===== config.mk =====
export PLATFORM = sky130hd
export DESIGN_NAME = mem_arbiter
export DESIGN_NICKNAME = d
export VERILOG_FILES = /design/src/rtl/mem_pkg.sv /design/src/rtl/rd_tag_pipe.sv /design/src/rtl/mem_arbiter.sv
export SDC_FILE = /design/constraint.sdc
export NUM_CORES = 1
export LEC_CHECK = 0
export CAP_MARGIN = 5
export CORE_AREA = 2 2 98 100
export DETAILED_ROUTE_END_ITERATION = 6
export DIE_AREA = 0 0 100 102
export PLACE_DENSITY = 0.65
export SETUP_SLACK_MARGIN = 0.02
export SLEW_MARGIN = 30
export SYNTH_ARGS = -nofsm -noshare
export SYNTH_HDL_FRONTEND = slang
export SYNTH_HIERARCHICAL = 1
export SYNTH_SLANG_ARGS = --single-unit

===== constraint.sdc =====
create_clock -name clk -period 3.2 [get_ports clk]
set_clock_uncertainty 0.2 [all_clocks]
set_input_delay 0.8 -clock clk [delete_from_list [all_inputs] [get_ports clk]]
set_output_delay 0.8 -clock clk [all_outputs]
set_load 0.01 [all_outputs]

===== src/rtl/mem_pkg.sv =====
`default_nettype none
// ---------------------------------------------------------------------------
// mem_pkg - shared types and default widths for mem_arbiter (rev 1.0)
// ---------------------------------------------------------------------------
package mem_pkg;

  localparam int MEM_ADDR_W = 15;
  localparam int MEM_DATA_W = 32;

  typedef enum logic {
    OWN_CORE   = 1'b0,
    OWN_LOADER = 1'b1
  } owner_e;

  typedef enum logic [0:0] {
    LK_IDLE   = 1'b0,
    LK_LOCKED = 1'b1
  } lock_state_e;

  typedef struct packed {
    logic   valid;
    owner_e owner;
  } rd_tag_t;

endpackage
`default_nettype wire


===== src/rtl/rd_tag_pipe.sv =====
`default_nettype none
// ---------------------------------------------------------------------------
// rd_tag_pipe - DEPTH-stage {valid, owner} shift register, sync clear (rev 1.0)
// ---------------------------------------------------------------------------
module rd_tag_pipe
  import mem_pkg::*;
#(
  parameter int DEPTH = 2
) (
  input  logic    clk,
  input  logic    rst,
  input  rd_tag_t tag_i,
  output rd_tag_t tag_o
);

  rd_tag_t tags_q [DEPTH];

  always_ff @(posedge clk) begin
    if (rst) begin
      for (int i = 0; i < DEPTH; i++) tags_q[i] <= '0;
    end else begin
      tags_q[0] <= tag_i;
      for (int i = 1; i < DEPTH; i++) tags_q[i] <= tags_q[i-1];
    end
  end

  assign tag_o = tags_q[DEPTH-1];

endmodule
`default_nettype wire


===== src/rtl/mem_arbiter.sv =====
`default_nettype none
// ---------------------------------------------------------------------------
// mem_arbiter - round-robin core/loader arbiter for a single-port memory.
// Optional loader lock when MEMARB_LOCK_EN is defined. (rev 1.0)
// ---------------------------------------------------------------------------
module mem_arbiter
  import mem_pkg::*;
#(
  parameter int ADDR_W = MEM_ADDR_W,
  parameter int DATA_W = MEM_DATA_W,
  parameter int RD_LAT = 2
) (
  input  logic              clk,
  input  logic              rst,
  input  logic              c_req,
  input  logic              c_we,
  input  logic [ADDR_W-1:0] c_addr,
  input  logic [DATA_W-1:0] c_wdata,
  output logic              c_gnt,
  output logic              c_rvalid,
  output logic [DATA_W-1:0] c_rdata,
  input  logic              l_req,
  input  logic              l_we,
  input  logic [ADDR_W-1:0] l_addr,
  input  logic [DATA_W-1:0] l_wdata,
  output logic              l_gnt,
  output logic              l_rvalid,
  output logic [DATA_W-1:0] l_rdata,
  input  logic              l_lock,
  output logic              mem_en,
  output logic              mem_we,
  output logic [ADDR_W-1:0] mem_addr,
  output logic [DATA_W-1:0] mem_wdata,
  input  logic [DATA_W-1:0] mem_rdata
);

  owner_e  prio_q, prio_d;
  logic    w_locked;
  rd_tag_t w_tag_in, w_tag_out;

`ifdef MEMARB_LOCK_EN
  lock_state_e lk_state_q, lk_state_d;

  always_ff @(posedge clk) begin
    if (rst) lk_state_q <= LK_IDLE;
    else     lk_state_q <= lk_state_d;
  end

  always_comb begin
    lk_state_d = lk_state_q;
    case (lk_state_q)
      LK_IDLE:   if (l_lock && l_gnt) lk_state_d = LK_LOCKED;
      LK_LOCKED: if (!l_lock)         lk_state_d = LK_IDLE;
    endcase
  end

  always_comb w_locked = (lk_state_q == LK_LOCKED);
`else
  logic w_lock_unused;
  assign w_lock_unused = l_lock;
  assign w_locked      = 1'b0;
`endif

  always_comb begin
    c_gnt = 1'b0;
    l_gnt = 1'b0;
    if (w_locked) begin
      l_gnt = l_req;
    end else if (c_req && l_req) begin
      c_gnt = (prio_q == OWN_CORE);
      l_gnt = (prio_q == OWN_LOADER);
    end else begin
      c_gnt = c_req;
      l_gnt = l_req;
    end
  end

  // Round-robin: the side just served loses priority to the other one.
  always_comb begin
    prio_d = prio_q;
    if (c_gnt)      prio_d = OWN_LOADER;
    else if (l_gnt) prio_d = OWN_CORE;
  end

  always_ff @(posedge clk) begin
    if (rst) prio_q <= OWN_CORE;
    else     prio_q <= prio_d;
  end

  assign mem_en = c_gnt | l_gnt;

  always_comb begin
    if (l_gnt) begin
      mem_we    = l_we;
      mem_addr  = l_addr;
      mem_wdata = l_wdata;
    end else begin
      mem_we    = c_gnt & c_we;
      mem_addr  = c_addr;
      mem_wdata = c_wdata;
    end
  end

  always_comb begin
    w_tag_in.valid = mem_en & ~mem_we;
    w_tag_in.owner = l_gnt ? OWN_LOADER : OWN_CORE;
  end

  rd_tag_pipe #(
    .DEPTH (RD_LAT)
  ) u_rd_tag_pipe (
    .clk   (clk),
    .rst   (rst),
    .tag_i (w_tag_in),
    .tag_o (w_tag_out)
  );

  // A tag leaving the pipe during reset belongs to a discarded read.
  assign c_rvalid = ~rst & w_tag_out.valid & (w_tag_out.owner == OWN_CORE);
  assign l_rvalid = ~rst & w_tag_out.valid & (w_tag_out.owner == OWN_LOADER);
  assign c_rdata  = mem_rdata;
  assign l_rdata  = mem_rdata;

endmodule
`default_nettype wire

==> impl_metrics.py <==
metrics = {
    "setup_path": {
        "r2r_slack_ns": 1.75,
        "r2r-end": "u_rd_tag_pipe/tags_q[0][0]$_SDFF_PP0_",
        "crit_chain": "dlygate4sd2_1, nand2_4, bufbuf_16, mux2_2, dlygate4sd2_1",
        "cpPeakStageDelay_ns": 0.33,
        "cp_max_fo": 11,
        "cp-startpoint": "l_req",
        "critPathCapture": "mem_wdata[7]",
        "path_buf_inv": 3,
        "path_depth": 5,
        "r2r-start": "prio_q$_SDFFE_PP0P_",
        "start_kind": "input pin",
        "required_ns": 2.20,
        "path_delay_family": "buffers and inverters",
        "cpMaxStageDelayCell": "mux2_2",
        "crit_top_cell": "dlygate4sd2_1",
        "path_class": "input pin to primary output",
        "worstPathArrival_ns": 2.11,
        "r2r_cells": 6,
        "crit_path_end_kind": "primary output",
    },
    "global_routing": {
        "overflow": 0,
        "grt_pass1_vias": 1302,
        "grt_pass1_wl_um": 6440,
        "grt_use_total": 0.0818,
        "grt_max_degree": 12,
        "antenna_found_initial": 1,
    },
    "power_and_ir_drop": {
        "powerDensity_nw_per_um2": 206,
        "peakVddDrop_mv": 0.107,
        "p_leak_uw": 0.00113,
    },
    "route": {
        "drcViolationCount": 0,
        "post_drt_wl_per_cell_um": 13.7,
        "ant_nets": 0,
        "vias": 1257,
        "dr.pass1.iters": 4,
        "drt_iter0_drc": 11,
        "avgViaCountPerCell": 3.59,
        "drt-total-wl_um": 4800,
    },
    "final_layout": {
        "finalNetCount": 372,
        "finish.utilization": 0.287,
        "area_growth_pct": 100,
        "drive_above_1_share": 0.286,
    },
    "floorplan": {
        "fp.dieH_um": 102,
        "dieArea_um2": 10200,
        "top_level_ports": 250,
        "initial_core_util": 0.143,
        "core-area_um2": 9110,
        "fp.dieW_um": 100,
        "rows": 35,
    },
    "yosys": {
        "synthSimpleGateAreaFrac": 0.0624,
        "synth_compound_area_frac": 0.0202,
        "synth_seq_area_share": 0.0768,
        "syn-instance-count": 139,
        "synth_area_leaders": "buf_4 38%, mux2_2 34%, mux2_4 9.2%, dfxtp_1 7.7%, nor2b_1 1.9%",
        "synth_top_cell_area_share": 0.380,
        "synth_nets": 272,
        "synth.avg_cell_area_um2": 9.38,
        "synth_area_um2": 1300,
        "synth_fa_ha_area_frac": 0,
        "synth_top_family_by_area": "multiplexers",
        "ys_types": 19,
        "yosys.area.top_type": "buf_4",
        "yosysWarnings": 6,
        "ys_ff_latch": 5,
        "muxShareOfSynthArea": 0.429,
        "synth_xor_area_frac": 0,
    },
    "timing": {
        "fin_ws_ns": 0.0907,
        "whs_ns": 0.236,
        "fmax_ghz": 0.322,
        "setup_tns_ns": 0,
        "tightest_slew_ns": 0.157,
        "min_period_ns": 3.11,
        "finalSetupViolations": 0,
        "finalCritPeriodShare": 0.972,
        "drv_slew": 0,
        "final_hold_viol_count": 0,
        "slew_headroom": 0.895,
        "rsz0062_at_grt": "false",
    },
    "place": {
        "place_ws_ns": -0.421,
        "place_hpwl_um": 4010,
        "globalplace.congestion": 0.677,
        "io_buffers": 152,
    },
    "clock_tree": {
        "cts.sinks": 5,
        "cts_tree": "done",
        "htree_levels": 1,
        "path_clk_slew_ns": 0.04,
        "cts_made_buffers": 3,
        "cts_hold_buffers": 0,
        "clock_latency_ns": 0.23,
        "cts_root_buf": "clkbuf_8",
        "clk_path_buf_depth": 2,
    },
    "hold_path": {
        "hp-class": "register to register",
    },
    "status": {
        "run_status": "finished clean",
    },
    "flow_run": {
        "maxCapViolations": 0,
    },
}
-- final cells by class --
| type | count | area, µm² |
|---|---|---|
| diodes | 1 | 2.50 |
| flip-flops and latches | 5 | 100 |
| multi-input cells | 62 | 672 |
| repair buffers | 166 | 1650 |
| fillers | 985 | 6500 |
| clock buffers | 4 | 45.0 |
| inverters | 1 | 3.75 |
| well taps | 111 | 139 |
-- stage by stage --
step,std cells,instance area (µm²),total power [µW]
6_report,350,2610,539
5_1_grt,349,2610,569
4_1_cts,349,2610,549
3_5_place_dp,341,2530,445
3_3_place_gp,341,2530,442
2_1_floorplan,139,1300,276
-- registers in the layout, summed over array words and instances (netlist names) --
signal,count
prio_q,1
u_rd_tag_pipe/tags_q,4
-- worst register-to-register path, stage by stage, from the launching register on --
cell,delay [ns]
dfxtp_1,0.31
nand2b_4,0.15
nand2_4,0.10
bufbuf_16,0.29
inv_1,0.05
buf_4,0.13
nor2b_1,0.11
-- placed cells by master, fill, tap and decap left out, types with 2 or more instances in the layout --
| cell | Yosys | final |
|---|---|---|
| nor2b_1 | 4 | 4 |
| mux2_2 | 39 | 39 |
| buf_4 | 66 | 9 |
| clkbuf_8 | 0 | 3 |
| dfxtp_1 | 5 | 5 |
| bufbuf_16 | 0 | 2 |
| buf_12 | 0 | 2 |
| dlygate4sd2_1 | 0 | 50 |
| clkdlybuf4s50_1 | 0 | 100 |
| mux2_4 | 8 | 8 |
-- where the power goes --
group	switching, µW	internal [µW]
logic	108	246
clock network	33.1	85.7
registers	1.14	66.0
-- kinds of logic (layout without fill, tap and decap cells) --
logic type | after synthesis | after routing
other | 0 | 1
AND/OR/NAND/NOR | 11 | 11
AO/OA/AOI/OAI | 4 | 4
multiplexers | 47 | 47
flip-flops | 5 | 5
buffers and inverters | 72 | 171
-- layer usage --
metal | vias to the layer above | part of all wire | GRT usage | wire, µm
met1 | 555 | 0.31 | 0.0751 | 1490
met5 | - | 0 | 0 | 0
li1 | 601 | - | - | -
met3 | 32 | 0.12 | 0.0253 | 560
met2 | 69 | 0.54 | 0.156 | 2580
met4 | 0 | 0.036 | 0.0527 | 172
-- cells in the mapped netlist (all sizes together) --
cell type and count:
a21boi 1, a21oi 1, a22o 1, and3b 1, buf 71, dfxtp 5, inv 1, mux2 47
nand2 1, nand2b 2, nor2b 4, nor3b 1, o21ai 1, or2 1, or2b 1
-- worst min-delay path by stage --
| stage | startpoint | to | slack [ns] | cells past startpoint |
|---|---|---|---|---|
| 6_report | u_rd_tag_pipe/tags_q[0][0]$_SDFF_PP0_ | u_rd_tag_pipe/tags_q[0][2]$_SDFF_PP0_ | 0.24 | 1 |
| 3_5_place_dp | u_rd_tag_pipe/tags_q[0][0]$_SDFF_PP0_ | u_rd_tag_pipe/tags_q[0][2]$_SDFF_PP0_ | 0.23 | 1 |
| 2_1_floorplan | u_rd_tag_pipe/tags_q[0][0]$_SDFF_PP0_ | u_rd_tag_pipe/tags_q[0][2]$_SDFF_PP0_ | 0.21 | 1 |
| 4_1_cts | u_rd_tag_pipe/tags_q[0][1]$_SDFF_PP0_ | u_rd_tag_pipe/tags_q[0][3]$_SDFF_PP0_ | 0.24 | 1 |
| 3_3_place_gp | u_rd_tag_pipe/tags_q[0][1]$_SDFF_PP0_ | u_rd_tag_pipe/tags_q[0][3]$_SDFF_PP0_ | 0.22 | 1 |
| 5_1_grt | u_rd_tag_pipe/tags_q[0][1]$_SDFF_PP0_ | u_rd_tag_pipe/tags_q[0][3]$_SDFF_PP0_ | 0.25 | 1 |
-- what timing repair did --
action	in CTS	in global routing
resized for setup	56	1
gates cloned	2	0
endpoints found under the hold margin	0	0
pin swaps	1	0
endpoints found under the setup margin	50	1
buffers inserted	2	0
Power figures use the tool's default switching activity.
